## src/rtl/pool1_maxpool_pkg.sv

```systemverilog
// -----------------------------------------------------------------------------
// pool1_maxpool_pkg
// Shared CNN dimensions for the pool1 stage (conv1 output geometry) and a small
// helper used to size buffer addresses.
// No ports (package).
// -----------------------------------------------------------------------------
package pool1_maxpool_pkg;

    localparam int POOL1_IN_W      = 24;
    localparam int POOL1_IN_H      = 24;
    localparam int POOL1_OUT_W     = POOL1_IN_W / 2;
    localparam int POOL1_OUT_H     = POOL1_IN_H / 2;
    localparam int POOL1_CH        = 6;
    localparam int POOL1_DW        = 32;
    localparam int CNN_CONV1_OUT_W = POOL1_CH * POOL1_DW;
    localparam int CNN_POOL1_OUT_W = POOL1_CH * POOL1_DW;

    // Address width for a buffer of 'depth' entries; never below one bit so a
    // single-entry buffer still has a legal address port.
    function automatic int addr_width(input int depth);
        return (depth > 1) ? $clog2(depth) : 1;
    endfunction

endpackage

```

## src/rtl/pool1_maxpool_if.sv

```systemverilog
// -----------------------------------------------------------------------------
// pool1_maxpool_if
// Stream bundle between conv1 and the pool1 stage.
//   pool_data_in        : CH*DW packed channels, channel k at [k*DW +: DW]
//   pool_data_in_valid  : one raster-order sample per asserted cycle
//   pool_data_out       : pooled channels, same packing
//   pool_data_out_valid : one-cycle strobe per pooled sample
//   pool_frame_done     : strobe coincident with the last pooled sample
// Modports: master = stream producer / result consumer, slave = pooling block.
// -----------------------------------------------------------------------------
interface pool1_maxpool_if
    import pool1_maxpool_pkg::*;
#(
    parameter int CH = POOL1_CH,
    parameter int DW = POOL1_DW
) ();

    logic [CH*DW-1:0] pool_data_in;
    logic             pool_data_in_valid;
    logic [CH*DW-1:0] pool_data_out;
    logic             pool_data_out_valid;
    logic             pool_frame_done;

    modport master (
        output pool_data_in,
        output pool_data_in_valid,
        input  pool_data_out,
        input  pool_data_out_valid,
        input  pool_frame_done
    );

    modport slave (
        input  pool_data_in,
        input  pool_data_in_valid,
        output pool_data_out,
        output pool_data_out_valid,
        output pool_frame_done
    );

endinterface

```

## src/rtl/pool1_maxpool_rowbuf.sv

```systemverilog
// -----------------------------------------------------------------------------
// pool1_rowbuf
// Register-based line buffer holding the horizontal pair maxima of the even
// input row until the odd row arrives.
//   clk       : clock, rising edge
//   wr_en_i   : write strobe
//   wr_addr_i : write index (pooled column)
//   wr_data_i : CH*DW pair maxima
//   rd_addr_i : read index (pooled column)
//   rd_data_o : combinational read data
// -----------------------------------------------------------------------------
module pool1_rowbuf
    import pool1_maxpool_pkg::*;
#(
    parameter  int DEPTH = POOL1_IN_W / 2,
    parameter  int WIDTH = CNN_CONV1_OUT_W,
    localparam int AW    = addr_width(DEPTH)
) (
    input  logic             clk,
    input  logic             wr_en_i,
    input  logic [AW-1:0]    wr_addr_i,
    input  logic [WIDTH-1:0] wr_data_i,
    input  logic [AW-1:0]    rd_addr_i,
    output logic [WIDTH-1:0] rd_data_o
);

    logic [WIDTH-1:0] mem_q [DEPTH];

    // NOTE: the storage array has no reset on purpose: every entry is written
    // by the even row before the odd row of the same frame reads it, so a
    // reset would only cost a wide clear network for no functional benefit.
    always_ff @(posedge clk) begin
        if (wr_en_i) begin
            mem_q[wr_addr_i] <= wr_data_i;
        end
    end

    assign rd_data_o = mem_q[rd_addr_i];

endmodule

```

## src/rtl/pool1_maxpool.sv

```systemverilog
// -----------------------------------------------------------------------------
// pool1_maxpool
// 2x2 stride-2 max pooling over a raster stream of CH unsigned DW-bit channels.
// Even columns are parked in a hold register, odd columns form a horizontal
// pair max; even rows store the pair max in the row buffer, odd rows combine it
// with the stored value and register the pooled result (1-cycle latency).
//   clk  : clock, rising edge
//   rst  : synchronous, active-high reset
//   pool : stream bundle (slave side), see pool1_maxpool_if
// -----------------------------------------------------------------------------
module pool1_maxpool
    import pool1_maxpool_pkg::*;
#(
    parameter int IN_W = POOL1_IN_W,
    parameter int IN_H = POOL1_IN_H,
    parameter int CH   = POOL1_CH,
    parameter int DW   = POOL1_DW
) (
    input  logic              clk,
    input  logic              rst,
    pool1_maxpool_if.slave    pool
);

    localparam int CW = $clog2(IN_W);
    localparam int RW = $clog2(IN_H);
    localparam int AW = addr_width(IN_W / 2);
    localparam int BW = CH * DW;

    logic [CW-1:0] col_cnt_q, col_cnt_d;
    logic [RW-1:0] row_cnt_q, row_cnt_d;
    logic [BW-1:0] hold_q, hold_d;
    logic [BW-1:0] out_q, out_d;
    logic          out_valid_q, out_valid_d;
    logic          frame_done_q, frame_done_d;

    logic [BW-1:0] pair_w;
    logic [BW-1:0] result_w;
    logic [BW-1:0] rd_data_w;
    logic [AW-1:0] buf_addr_w;
    logic          buf_we_w;
    logic          col_last_w;
    logic          row_last_w;

    assign col_last_w = (col_cnt_q == CW'(IN_W - 1));
    assign row_last_w = (row_cnt_q == RW'(IN_H - 1));
    assign buf_addr_w = AW'(col_cnt_q >> 1);
    assign buf_we_w   = pool.pool_data_in_valid & col_cnt_q[0] & ~row_cnt_q[0];

    // Per-channel unsigned compare; ties fall through to the same value.
    for (genvar k = 0; k < CH; k++) begin : g_max
        logic [DW-1:0] smp;
        logic [DW-1:0] hld;
        logic [DW-1:0] stored;
        logic [DW-1:0] pair;

        assign smp    = pool.pool_data_in[k*DW +: DW];
        assign hld    = hold_q[k*DW +: DW];
        assign stored = rd_data_w[k*DW +: DW];
        assign pair   = (smp > hld) ? smp : hld;

        assign pair_w[k*DW +: DW]   = pair;
        assign result_w[k*DW +: DW] = (stored > pair) ? stored : pair;
    end

    pool1_rowbuf #(
        .DEPTH (IN_W / 2),
        .WIDTH (BW)
    ) u_rowbuf (
        .clk       (clk),
        .wr_en_i   (buf_we_w),
        .wr_addr_i (buf_addr_w),
        .wr_data_i (pair_w),
        .rd_addr_i (buf_addr_w),
        .rd_data_o (rd_data_w)
    );

    // NOTE: every variable gets its hold/default value first so no path
    // through this block leaves one unassigned, which would infer a latch.
    always_comb begin
        col_cnt_d    = col_cnt_q;
        row_cnt_d    = row_cnt_q;
        hold_d       = hold_q;
        out_d        = out_q;
        out_valid_d  = 1'b0;
        frame_done_d = 1'b0;

        if (pool.pool_data_in_valid) begin
            if (col_last_w) begin
                col_cnt_d = '0;
                row_cnt_d = row_last_w ? '0 : row_cnt_q + 1'b1;
            end else begin
                col_cnt_d = col_cnt_q + 1'b1;
            end

            if (!col_cnt_q[0]) begin
                hold_d = pool.pool_data_in;
            end else if (row_cnt_q[0]) begin
                out_d        = result_w;
                out_valid_d  = 1'b1;
                frame_done_d = col_last_w & row_last_w;
            end
        end
    end

    // NOTE: state registers use non-blocking assignments so every flop
    // samples the pre-edge values regardless of statement order.
    always_ff @(posedge clk) begin
        if (rst) begin
            col_cnt_q    <= '0;
            row_cnt_q    <= '0;
            hold_q       <= '0;
            out_q        <= '0;
            out_valid_q  <= 1'b0;
            frame_done_q <= 1'b0;
        end else begin
            col_cnt_q    <= col_cnt_d;
            row_cnt_q    <= row_cnt_d;
            hold_q       <= hold_d;
            out_q        <= out_d;
            out_valid_q  <= out_valid_d;
            frame_done_q <= frame_done_d;
        end
    end

    assign pool.pool_data_out       = out_q;
    assign pool.pool_data_out_valid = out_valid_q;
    assign pool.pool_frame_done     = frame_done_q;

endmodule

```

## src/flat_wrapper.sv

```systemverilog
// flat-port wrapper written by rule: the top's interface ports become plain ports
module pool1_maxpool_flat import pool1_maxpool_pkg::*;
#(
    parameter int IN_W = POOL1_IN_W,
    parameter int IN_H = POOL1_IN_H,
    parameter int CH   = POOL1_CH,
    parameter int DW   = POOL1_DW
)
  (clk, rst, pool_pool_data_in, pool_pool_data_in_valid, pool_pool_data_out, pool_pool_data_out_valid, pool_pool_frame_done);
  pool1_maxpool_if #(.CH(CH), .DW(DW)) pool_i ();
  input  logic clk;
  input  logic rst;
  input wire logic [$bits(pool_i.pool_data_in)-1:0] pool_pool_data_in;
  input wire logic [$bits(pool_i.pool_data_in_valid)-1:0] pool_pool_data_in_valid;
  output wire logic [$bits(pool_i.pool_data_out)-1:0] pool_pool_data_out;
  output wire logic [$bits(pool_i.pool_data_out_valid)-1:0] pool_pool_data_out_valid;
  output wire logic [$bits(pool_i.pool_frame_done)-1:0] pool_pool_frame_done;
  assign pool_i.pool_data_in = pool_pool_data_in;
  assign pool_i.pool_data_in_valid = pool_pool_data_in_valid;
  assign pool_pool_data_out = pool_i.pool_data_out;
  assign pool_pool_data_out_valid = pool_i.pool_data_out_valid;
  assign pool_pool_frame_done = pool_i.pool_frame_done;
  pool1_maxpool #(.IN_W(IN_W), .IN_H(IN_H), .CH(CH), .DW(DW)) u_core (.clk(clk), .rst(rst), .pool(pool_i));
endmodule
```

## config.mk

```make
export PLATFORM = sky130hd
export DESIGN_NAME = pool1_maxpool_flat
export DESIGN_NICKNAME = d
export VERILOG_FILES = /design/src/rtl/pool1_maxpool_pkg.sv /design/src/rtl/pool1_maxpool_if.sv /design/src/rtl/pool1_maxpool_rowbuf.sv /design/src/rtl/pool1_maxpool.sv /design/src/flat_wrapper.sv
export SDC_FILE = /design/constraint.sdc
export NUM_CORES = 2
export LEC_CHECK = 0
export CAP_MARGIN = 0
export CORE_MARGIN = 4
export CORE_UTILIZATION = 60
export DETAILED_ROUTE_END_ITERATION = 12
export PLACE_DENSITY = 0.78
export RECOVER_POWER = 50
export SLEW_MARGIN = 0
export SYNTH_ARGS = -nofsm -noshare
export SYNTH_HDL_FRONTEND = slang
export SYNTH_SLANG_ARGS = --single-unit
```

## constraint.sdc

```tcl
create_clock -name clk -period 30.1 [get_ports clk]
set_input_delay 6.02 -clock clk [delete_from_list [all_inputs] [get_ports clk]]
set_output_delay 6.02 -clock clk [all_outputs]
set_load 0.02 [all_outputs]
```

==> results.yml <==
critical_path:
  crit_fanout: 104
  cp.depth: 6
  arrival_ns: 16.53
  reg2reg_depth: 5
  end_kind: "flip-flop"
  cp_num_buf_inv: 3
  r2r-start: "u_core.col_cnt_q[0]"
  r2r_end: "u_core.u_rowbuf.mem_q[2][75]"
  slowest_stage: "clkbuf_1"
  cp_top_family: "buffers and inverters"
  crit_path_start: "pool_pool_data_in_valid"
  reg2reg_slack_ns: 19.34
  path_cells: "dlygate4sd3_1, nand2_1, or4b_2, nor3_1, clkbuf_1, clkbuf_1"
  cp_data_required_time_ns: 30.36
  slowest_delay_ns: 5.92
  crit_path_end: "u_core.u_rowbuf.mem_q[2][75]"
  start_kind: "input pin"
  cp_common_cell: "clkbuf_1"
  crit_type: "in2reg"
synthesis:
  synth-compound-area-share_pct: 5.139
  synth_area_sq_um: 113200
  synth-edff-count: 2304
  syn-num-nets: 7594
  ys_ff_latch: 2704
  synth_top_area_share_pct: 61.12
  synth.largest_area_cell: "edfxtp_1"
  synth_top_family_by_area: "multiplexers"
  synth_area_per_cell_sq_um: 16.14
  ys_warn_count: 0
  yosys-top-cells-area: "edfxtp_1 61%, mux4_2 11%, dfxtp_1 7.1%"
  synthSimpleGateAreaFrac_pct: 4.775
  synthXorXnorAreaFrac_pct: 0.02321
  ys_seq_area_share_pct: 68.20
  synth_cell_types: 74
  syn_inst: 7013
  synthMuxAreaShare_pct: 14.95
  synth-adder-area-share_pct: 4.267
  synthFlopType: "edfxtp_1"
  asyncSetResetFlopFracSynth_pct: 0
drt:
  wl_um: 278200
  vias: 65380
  viasPerCell: 6.454
  post_drt_wl_per_cell_um: 27.46
  remaining_drc_errors: 0
  drt_pass1_iterations: 6
  antenna_left: 0
  drt_first_iter_violations: 7528
final_layout:
  area_growth_pct: 13.26
  final_area_sq_um: 128200
  final_cell_mix: "2304 x edfxtp_1, 1038 x nand2_1, 576 x mux4_2, 396 x dfxtp_1, 393 x inv_1"
  layout_commonest_cell: "edfxtp_1"
  final_core_util_pct: 68.33
  fin_cells: 10130
  nets: 8001
  layout-drive-gt1-share_pct: 14.36
status:
  status: "finished, violations left"
  violations: "capacitance limit, slew limit"
grt:
  grt_overflow: 0
  gr-max-usage-layer: "met2"
  grt_pass1_wl_um: 419300
  grt_pass1_vias: 66930
  globalRouteTotalUtil_pct: 28.15
  grt_start_max_net_pins: 164
  grt_use_met1_pct: 37.67
  antenna_found_initial: 15
  met2_usage_pct: 47.03
  groute.layer.met3.usage_pct: 4.259
timing:
  maxSlewViolCount: 2227
  rsz0062_at_grt: "false"
  post-route-period-util_pct: 54.05
  setup_violations: 0
  fin_skew_ns: 0.04309
  worst_pin_slew_ns: 10.13
  slew-limit-headroom_pct: -575.6
  finalSetupTns_ns: 0
  fin_crit_ns: 16.27
  fmax_mhz: 61.47
  finalHoldViolCount: 0
placement:
  port_buffers: 388
  place_hpwl_um: 153200
  dp.cells: 9628
  place_area_sq_um: 119700
  place_congestion: 0.8884
min_path:
  hold_class: "reg2reg"
power_and_ir_drop:
  comb_power_share_pct: 8.0
  powerDensity_nw_per_um2: 64.18
  switching_share_pct: 22.45
  p_leak_nw: 42.68
  internal_power_w: 0.006381
  power_frac_seq_pct: 50.9
  p_sw_w: 0.001847
  pwr-share-clk_pct: 41.1
  peakVddDrop_mv: 0.04779
die:
  die_h_um: 442.3
  core-area_sq_um: 187600
  die_x_um: 442.3
  pin_count: 389
  fp-row-count: 159
  start_util_pct: 60.34
  dieArea_sq_um: 195700
flow_run:
  drv_cap: 44
clocking:
  clock_sinks: 2704
  htreeDepth: 5
  postCtsHoldBufs: 0
  clockRootBuffer: "clkbuf_16"
  clk_pin_slew_ns: 0.06
  cts_resized: 0
  clock_path_buffers: 4
  cts_made_buffers: 285
  cts_tree: "yes"
  insertion_delay_ns: 0.91
  cts_setup_buffers: 0
[worst min-delay path: stages, from the launching register on]
cell and delay [ns]:
dfxtp_1 0.32, nand2_1 0.05, o221ai_1 0.06
[power groups by stage]
stage,registers (W),logic [W],clock network [W]
after global placement,0.00426,0.000619,0
after detailed placement,0.00426,0.000645,0
after CTS,0.00418,0.000653,0.00342
after global routing,0.00419,0.000723,0.00359
final,0.00419,0.000660,0.00338
after floorplan,0.00426,0.000442,0
[final cells by class]
| class | instances | area, sq um |
|---|---|---|
| Antenna cell | 10 | 25.02 |
| Clock buffer | 356 | 7565 |
| Clock inverter | 136 | 1309 |
| Fill cell | 11870 | 59410 |
| Inverter | 394 | 1480 |
| Multi-Input combinational cell | 3557 | 33000 |
| Sequential cell | 2704 | 77210 |
| Tap cell | 2495 | 3122 |
| Timing Repair Buffer | 478 | 4489 |
[sequential cells by signal, summed over array words and instances (netlist names), named ones only]
register,flops
u_core.col_cnt_q,5
u_core.hold_q,192
u_core.pool.pool_data_out,192
u_core.pool.pool_data_out_valid,1
u_core.pool.pool_frame_done,1
u_core.row_cnt_q,5
u_core.u_rowbuf.mem_q,2304
[per-layer routing]
metal  vias up  wire (um)
met5         -         13
met4         2      11790
met3       676      22210
met2      3446     139600
met1     33210     104600
li1      28040          -
[through the flow]
step                hold slack [ns]  worst slack, ns  total power [W]
floorplan                    0.4363            4.356         0.004701
CTS                          0.4645            18.72         0.008255
finish                       0.4613            13.83         0.008228
global placement             0.4431            17.99         0.004877
global route                 0.4830            13.35         0.008495
detailed placement           0.4483            17.75         0.004907
[cells by family (layout without fill, tap and decap cells)]
family	count (synthesis)	count (layout)
mux	958	958
simple gates	1298	1298
fa+ha+maj	386	386
flops	2704	2704
compound gates	912	912
buf+inv	752	1364
xor+xnor	3	3
other cells	0	10
[how the worst min path moves through the flow]
stage                             startpoint                             to  cells after the start
6_report       u_core.pool.pool_data_out[23]  u_core.pool.pool_data_out[23]                      2
5_1_grt        u_core.pool.pool_data_out[24]  u_core.pool.pool_data_out[24]                      2
4_1_cts                    u_core.hold_q[31]              u_core.hold_q[31]                      2
3_5_place_dp   u_core.pool.pool_data_out[18]  u_core.pool.pool_data_out[18]                      2
3_3_place_gp               u_core.hold_q[31]              u_core.hold_q[31]                      2
2_1_floorplan              u_core.hold_q[31]              u_core.hold_q[31]                      2
[cells in the mapped netlist (all sizes together) (15+ instances only)]
cell / n
a21o: 28
a21oi: 356
a221oi: 15
buf: 124
clkbuf: 233
dfxtp: 400
edfxtp: 2304
ha: 386
inv: 394
mux2i: 376
mux4: 576
nand2: 1038
nand3: 40
nand4: 82
nor2: 49
nor3: 16
nor4: 19
o21ai: 240
o221ai: 184
No activity file was read; power rests on OpenSTA's default activity.
